$ cat src/rtl/z_pulse_monitor_pkg.sv
// Shared types and default parameters for the z pulse monitor: level-state
// and report-slot encodings used by the top and its filter sub-module.
package z_mon_pkg;

    localparam int DEF_SYNC_STAGES = 2;
    localparam int DEF_FILT_CYCLES = 4;
    localparam int DEF_CNT_W       = 8;

    typedef enum logic {
        LVL_LOW  = 1'b0,
        LVL_HIGH = 1'b1
    } lvl_state_e;

    typedef enum logic {
        SLOT_EMPTY = 1'b0,
        SLOT_FULL  = 1'b1
    } slot_state_e;

endpackage : z_mon_pkg

$ cat src/rtl/z_pulse_monitor_if.sv
// Pulse-width report channel: single-entry valid/ready slot from the monitor
// (master) to the downstream logger or register block (slave).
interface z_pulse_monitor_if
    import z_mon_pkg::*;
#(
    parameter int CNT_W = DEF_CNT_W
);

    logic             rpt_valid;
    logic             rpt_ready;
    logic [CNT_W-1:0] rpt_data;

    modport master (
        output rpt_valid,
        output rpt_data,
        input  rpt_ready
    );

    modport slave (
        input  rpt_valid,
        input  rpt_data,
        output rpt_ready
    );

endinterface : z_pulse_monitor_if

$ cat src/rtl/z_pulse_monitor_sync_filter.sv
// Brings the asynchronous z net into the clk domain and only adopts a new
// level after it has persisted for FILT_CYCLES consecutive edges.
module z_sync_filter #(
    parameter int SYNC_STAGES = 2,
    parameter int FILT_CYCLES = 4
) (
    input  logic clk,
    input  logic rstn,
    input  logic z_in,
    output logic z_filt,
    output logic z_chg
);

    localparam int              FC_W    = (FILT_CYCLES > 1) ? $clog2(FILT_CYCLES) : 1;
    localparam logic [FC_W-1:0] FC_LAST = FC_W'(FILT_CYCLES - 1);

    logic [SYNC_STAGES-1:0] sync_q;
    logic [FC_W-1:0]        filt_cnt_q;
    logic                   sync_out;
    logic                   differ;

    assign sync_out = sync_q[SYNC_STAGES-1];
    assign differ   = sync_out ^ z_filt;

    // z_chg is a look-ahead: z_filt flips on the coming edge. The top uses it
    // so its FSMs, counters and report slot move on the same edge as z_filt.
    assign z_chg = differ && (filt_cnt_q == FC_LAST);

    // NOTE: sequential state uses non-blocking assignments so every flop
    // samples pre-edge values, independent of statement order.
    always_ff @(posedge clk or negedge rstn) begin
        if (!rstn) begin
            sync_q     <= '0;
            filt_cnt_q <= '0;
            z_filt     <= 1'b0;
        end else begin
            sync_q <= {sync_q[SYNC_STAGES-2:0], z_in};
            if (!differ || z_chg) begin
                filt_cnt_q <= '0;
            end else begin
                filt_cnt_q <= filt_cnt_q + 1'b1;
            end
            if (z_chg) begin
                z_filt <= ~z_filt;
            end
        end
    end

endmodule : z_sync_filter

$ cat src/rtl/z_pulse_monitor.sv
// Qualified z event counter and high-pulse width meter; each completed width
// is offered downstream through a single-entry valid/ready report slot.
module z_pulse_monitor
    import z_mon_pkg::*;
#(
    parameter int SYNC_STAGES = DEF_SYNC_STAGES,
    parameter int FILT_CYCLES = DEF_FILT_CYCLES,
    parameter int CNT_W       = DEF_CNT_W
) (
    input  logic               clk,
    input  logic               rstn,
    input  logic               z_in,
    input  logic               clr,
    output logic               z_filt,
    output logic               rise_pulse,
    output logic               fall_pulse,
    output logic [CNT_W-1:0]   evt_cnt,
    output logic               cnt_sat,
    output logic               rpt_ovf,
    z_pulse_monitor_if.master  rpt
);

    localparam logic [CNT_W-1:0] CNT_MAX = '1;

    logic             z_chg;
    logic             rise_evt;
    logic             fall_evt;
    lvl_state_e       lvl_q;
    lvl_state_e       lvl_d;
    slot_state_e      slot_q;
    slot_state_e      slot_d;
    logic [CNT_W-1:0] width_q;
    logic [CNT_W-1:0] width_d;
    logic [CNT_W-1:0] evt_cnt_d;
    logic [CNT_W-1:0] rpt_data_d;
    logic             cnt_sat_d;
    logic             rpt_ovf_d;

    z_sync_filter #(
        .SYNC_STAGES (SYNC_STAGES),
        .FILT_CYCLES (FILT_CYCLES)
    ) u_sync_filter (
        .clk    (clk),
        .rstn   (rstn),
        .z_in   (z_in),
        .z_filt (z_filt),
        .z_chg  (z_chg)
    );

    // Level FSM tracks z_filt edge-for-edge; transitions are the event strobes.
    // NOTE: every always_comb output gets a default first, so no path can
    // leave a signal unassigned and infer a latch.
    always_comb begin
        lvl_d    = lvl_q;
        rise_evt = 1'b0;
        fall_evt = 1'b0;
        case (lvl_q)
            LVL_LOW: begin
                if (z_chg) begin
                    lvl_d    = LVL_HIGH;
                    rise_evt = 1'b1;
                end
            end
            LVL_HIGH: begin
                if (z_chg) begin
                    lvl_d    = LVL_LOW;
                    fall_evt = 1'b1;
                end
            end
            default: lvl_d = LVL_LOW;
        endcase
    end

    // Width starts at 1 on the rise edge so the value held at the fall edge is
    // exactly the number of cycles z_filt spent high.
    always_comb begin
        width_d = width_q;
        if (rise_evt) begin
            width_d = CNT_W'(1);
        end else if ((lvl_q == LVL_HIGH) && !fall_evt && (width_q != CNT_MAX)) begin
            width_d = width_q + 1'b1;
        end
    end

    always_comb begin
        evt_cnt_d = evt_cnt;
        cnt_sat_d = cnt_sat;
        if (clr) begin
            evt_cnt_d = '0;
            cnt_sat_d = 1'b0;
        end else if (rise_evt && (evt_cnt != CNT_MAX)) begin
            evt_cnt_d = evt_cnt + 1'b1;
            if (evt_cnt_d == CNT_MAX) begin
                cnt_sat_d = 1'b1;
            end
        end
    end

    // Report slot: a pulse ending during an accepted handshake reloads the slot;
    // one ending while the slot is stalled is dropped and flagged.
    always_comb begin
        slot_d     = slot_q;
        rpt_data_d = rpt.rpt_data;
        rpt_ovf_d  = rpt_ovf;
        if (clr) begin
            slot_d    = SLOT_EMPTY;
            rpt_ovf_d = 1'b0;
        end else begin
            case (slot_q)
                SLOT_EMPTY: begin
                    if (fall_evt) begin
                        slot_d     = SLOT_FULL;
                        rpt_data_d = width_q;
                    end
                end
                SLOT_FULL: begin
                    if (rpt.rpt_ready) begin
                        if (fall_evt) begin
                            rpt_data_d = width_q;
                        end else begin
                            slot_d = SLOT_EMPTY;
                        end
                    end else if (fall_evt) begin
                        rpt_ovf_d = 1'b1;
                    end
                end
                default: slot_d = SLOT_EMPTY;
            endcase
        end
    end

    assign rpt.rpt_valid = (slot_q == SLOT_FULL);

    always_ff @(posedge clk or negedge rstn) begin
        if (!rstn) begin
            lvl_q        <= LVL_LOW;
            slot_q       <= SLOT_EMPTY;
            width_q      <= '0;
            evt_cnt      <= '0;
            cnt_sat      <= 1'b0;
            rpt_ovf      <= 1'b0;
            rpt.rpt_data <= '0;
            rise_pulse   <= 1'b0;
            fall_pulse   <= 1'b0;
        end else begin
            lvl_q        <= lvl_d;
            slot_q       <= slot_d;
            width_q      <= width_d;
            evt_cnt      <= evt_cnt_d;
            cnt_sat      <= cnt_sat_d;
            rpt_ovf      <= rpt_ovf_d;
            rpt.rpt_data <= rpt_data_d;
            rise_pulse   <= rise_evt;
            fall_pulse   <= fall_evt;
        end
    end

endmodule : z_pulse_monitor

$ cat src/flat_wrapper.sv
// flat-port wrapper written by rule: the top's interface ports become plain ports
module z_pulse_monitor_flat import z_mon_pkg::*;
#(
    parameter int SYNC_STAGES = DEF_SYNC_STAGES,
    parameter int FILT_CYCLES = DEF_FILT_CYCLES,
    parameter int CNT_W       = DEF_CNT_W
)
  (clk, rstn, z_in, clr, z_filt, rise_pulse, fall_pulse, evt_cnt, cnt_sat, rpt_ovf, rpt_rpt_valid, rpt_rpt_data, rpt_rpt_ready);
  z_pulse_monitor_if #(.CNT_W(CNT_W)) rpt_i ();
  input  logic clk;
  input  logic rstn;
  input  logic z_in;
  input  logic clr;
  output logic z_filt;
  output logic rise_pulse;
  output logic fall_pulse;
  output logic [CNT_W-1:0] evt_cnt;
  output logic cnt_sat;
  output logic rpt_ovf;
  output wire logic [$bits(rpt_i.rpt_valid)-1:0] rpt_rpt_valid;
  output wire logic [$bits(rpt_i.rpt_data)-1:0] rpt_rpt_data;
  input wire logic [$bits(rpt_i.rpt_ready)-1:0] rpt_rpt_ready;
  assign rpt_rpt_valid = rpt_i.rpt_valid;
  assign rpt_rpt_data = rpt_i.rpt_data;
  assign rpt_i.rpt_ready = rpt_rpt_ready;
  z_pulse_monitor #(.SYNC_STAGES(SYNC_STAGES), .FILT_CYCLES(FILT_CYCLES), .CNT_W(CNT_W)) u_core (.clk(clk), .rstn(rstn), .z_in(z_in), .clr(clr), .z_filt(z_filt), .rise_pulse(rise_pulse), .fall_pulse(fall_pulse), .evt_cnt(evt_cnt), .cnt_sat(cnt_sat), .rpt_ovf(rpt_ovf), .rpt(rpt_i));
endmodule
$ cat config.mk
export PLATFORM = sky130hd
export DESIGN_NAME = z_pulse_monitor_flat
export DESIGN_NICKNAME = d
export VERILOG_FILES = /design/src/rtl/z_pulse_monitor_pkg.sv /design/src/rtl/z_pulse_monitor_if.sv /design/src/rtl/z_pulse_monitor_sync_filter.sv /design/src/rtl/z_pulse_monitor.sv /design/src/flat_wrapper.sv
export SDC_FILE = /design/constraint.sdc
export NUM_CORES = 1
export LEC_CHECK = 0
export ABC_AREA = 1
export BUFFER_PORTS_ARGS = -buffer_cell sky130_fd_sc_hd__buf_2
export CORE_ASPECT_RATIO = 1.25
export CORE_UTILIZATION = 55
export CTS_BUF_LIST = sky130_fd_sc_hd__clkbuf_16
export CTS_CLUSTER_SIZE = 25
export DETAILED_ROUTE_END_ITERATION = 7
export PLACE_DENSITY = 0.74
export SLEW_MARGIN = 10
export SYNTH_ARGS = -nofsm -noshare
export SYNTH_HDL_FRONTEND = slang
export SYNTH_SLANG_ARGS = --single-unit
$ cat constraint.sdc
create_clock -name clk -period 4.25 [get_ports clk]
set_input_delay 0.425 -clock clk [delete_from_list [all_inputs] [get_ports clk]]
set_output_delay 0.425 -clock clk [all_outputs]
set_load 0.01 [all_outputs]
==> parameters.txt <==
Parameter                              Value

Setup path
  Setup slack, reg-to-reg    2430 ps
  Crit path max fanout    6
  CP cell instances    ha_1, inv_1, nor2_1, ha_1, nand2_1, nor2_2, inv_2, o22ai_1
  Maximum single-stage delay on the critical path    around 400 ps
  Capturing element type of the critical path    flop
  Critical-path cell with the highest stage delay    ha_1
  Cells on worst reg2reg path    8
  Bufs and invs on worst path    2
  Startpoint class of the critical path    flop
  Critical R2R Capture    u_core.evt_cnt[7]
  Data required time at the worst endpoint    around 4400 ps
  Origin of the critical flop-to-flop path    u_core.u_sync_filter.filt_cnt_q[0]
  Launching element of the worst setup path    u_core.u_sync_filter.filt_cnt_q[0]
  Total number of cells along the worst setup path    8
  Data arrival time of the critical path    approximately 2000 ps
  Termination of the worst setup path    u_core.evt_cnt[7]
  Delay-heaviest family, CP    adder cells
  Classification of the worst setup path    reg2reg
  Crit path top cell by count    ha_1

CTS
  Clock network latency to the later pin of the worst-skew pair    280 ps
  Setup fix buffers added after clock tree synthesis    0
  Clock sink count    35
  Number of buffers added by the clock tree synthesis step    5
  Post-CTS Resized    0
  Worst-path clk slew    roughly 50 ps
  Clk root buf    clkbuf_16
  Maximum buffer depth of the clock tree    2
  H-tree depth    2
  Hold buffer count at cts    0
  TritonCTS clock tree    done

Power
  Power density of the placed cells    roughly 540 mW/mm2
  Worst vdd ir    0.405 mV
  Final Power    0.00110 W
  Pleak    between 1 and 1.5 nW

Routing
  Initial DRT Pass Iterations    4
  Routed via count    1,353
  Wire per inst    roughly 12 um
  Number of routed nets with antenna violations    0
  Average vias per placed instance    5.13
  Post-detailed-route DRC marker count    0
  Final Routed Wirelength    approximately 3200 um
  Initial drt markers    44

Die
  Area of the core    slightly below 0.003 mm2
  Die ar.    between 0.003 and 0.004 mm2
  Starting Density    between 50% and 60%
  Number of rows created at floorplan    22
  Chip width    about 52 um
  # IOs    27
  Floorplan die height    ~65 um

Finish
  Layout area overhead    17.6%
  Net count of the finished layout    between 200 and 250
  Fraction of final layout cells sized beyond drive strength 1    roughly 28%
  Diodes inserted    0

Synth
  Unique masters post-synth    25
  Synthesized area    about 0.0017 mm2
  Cells after synthesis    195
  Count of synthesis-stage warnings from yosys    0
  Post-Synthesis Net Count    between 200 and 250
  Proportion of synthesized chip area in sequential cells    50.4%
  Post-Synthesis Mean Instance Area    just under 9 um2
  Synthesis-stage register bit count    35

Timing
  Post-Route Skew    3.49 ps
  RSZ-0062 raised after global routing    no
  Final hold violations    0
  Min setup slack post-route    around 2400 ps
  Final-report setup violation count    0
  Achievable frequency    0.551 GHz
  Max-Slew Margin vs Limit    between 40% and 50%
  Final setup TNS    0 ps
  Slew Limit Fails    0
  Worst-Margin Slew    between 700 and 800 ps
  Crit path time final    around 1800 ps
  Final cycle utilization of the critical path    between 40% and 50%

Global route
  Combined global-route utilization of all metal layers    between 20% and 30%
  Largest net degree at the start of global routing    36
  Remaining global-route overflow    0
  Via count of the first global-routing pass    about 1,300
  Wire length of the first global-routing pass    5450 um
  Initial antenna violation count    0

Placement
  Post-place setup slack    roughly 2500 ps
  Routability Congestion    0.831
  Count of input and output buffers    26
  Sum of net half-perimeters after detailed placement    around 2400 um

Status
  Status    finished clean

Min path
  Worst hold path class    in2async

Job
  MaxCap Viol Count    0
==> final cells by class <==
class	instances	area, um2
inverters	35	131
flip-flops and latches	35	876
clock inverters	3	12.5
repair buffers	26	130
multi-input cells	124	724
well taps	36	45.0
clock buffers	5	125
fillers	239	928
==> worst min path at each step <==
stage / to / slack, ps / cells past startpoint
floorplan: u_core.cnt_sat / 130 / 0
global placement: u_core.u_sync_filter.sync_q[1] / 340 / 0
detailed placement: u_core.u_sync_filter.sync_q[1] / 350 / 0
CTS: u_core.rpt.rpt_data[7] / 250 / 1
global route: u_core.u_sync_filter.sync_q[0] / 250 / 1
finish: u_core.width_q[6] / 220 / 1
==> stage by stage <==
step / instance area (um2) / utilization, % / instances / hold WS [ps]
detailed placement: 1910 / 64.1 / 256 / 347
CTS: 2040 / 68.8 / 264 / 247
global placement: 1910 / 64.1 / 256 / 335
floorplan: 1740 / - / 195 / 129
finish: 2040 / 68.8 / 264 / 216
global route: 2040 / 68.8 / 264 / 251
==> synthesized netlist by cell type (all sizes together) <==
master	number	area, um2
nor3	1	5.00
buf	1	7.51
nand4	3	18.8
o22ai	3	18.8
ha	7	87.6
o21ai	24	143
inv	35	131
dfrtp	35	876
nor2	20	95.1
xor2	4	35.0
nand3	16	90.1
nand2	41	186
a22o	1	8.76
or2	1	6.26
a21oi	3	30.0
==> state kept, by name (all words and copies together) (netlist names) <==
register	count
u_core.evt_cnt	8
u_core.u_sync_filter.z_filt	1
u_core.fall_pulse	1
u_core.rpt_ovf	1
u_core.rpt.rpt_valid	1
u_core.width_q	8
u_core.u_sync_filter.filt_cnt_q	2
u_core.cnt_sat	1
u_core.u_sync_filter.sync_q	2
u_core.rise_pulse	1
u_core.rpt.rpt_data	8
u_core.lvl_q	1
==> cells by family (layout without fill, tap and decap cells) <==
| group | count (synthesis) | after routing | share of synthesized area (%) |
|---|---|---|---|
| compound gates | 31 | 31 | 11.5 |
| xor+xnor | 4 | 4 | 2.01 |
| fa+ha+maj | 7 | 7 | 5.04 |
| buf+inv | 36 | 69 | 7.99 |
| flops | 35 | 35 | 50.4 |
| simple gates | 82 | 82 | 23.1 |
==> where the power goes <==
part | total, W | switching (W) | internal, W
Clock | 0.000338 | 0.000127 | 0.000211
Sequential | 0.000465 | 0.0000561 | 0.000409
Combinational | 0.000295 | 0.000184 | 0.000111
==> layer usage <==
layer / wire [um] / part of all wire, % / global-route usage, %
met1: 1340 / 41 / 23.7
met2: 1730 / 54 / 39.4
met3: 93 / 2.9 / 6.57
met4: 63 / 2.0 / 10.5
met5: 0 / 0 / 0
==> cell usage in the layout, fill, tap and decap left out <==
cell type  count
dfrtp_1       35
inv_1         32
nand2_1       32
buf_2         26
o21ai_1       16
nor2_1        14
nand3_1       14
nand2_2        7
ha_1           7
o21ai_2        6
nor2_2         5
inv_2          5
clkbuf_16      5
xor2_1         4
o22ai_1        3
nand4_1        3
nand3_2        2
o21ai_0        2
nand2_4        2
or2_2          1
a21oi_1        1
a21oi_4        1
a21oi_2        1
nor2_4         1
nor3_1         1
a22o_1         1
clkinv_2       1
Note: power is estimated with default switching activity, not from simulation.
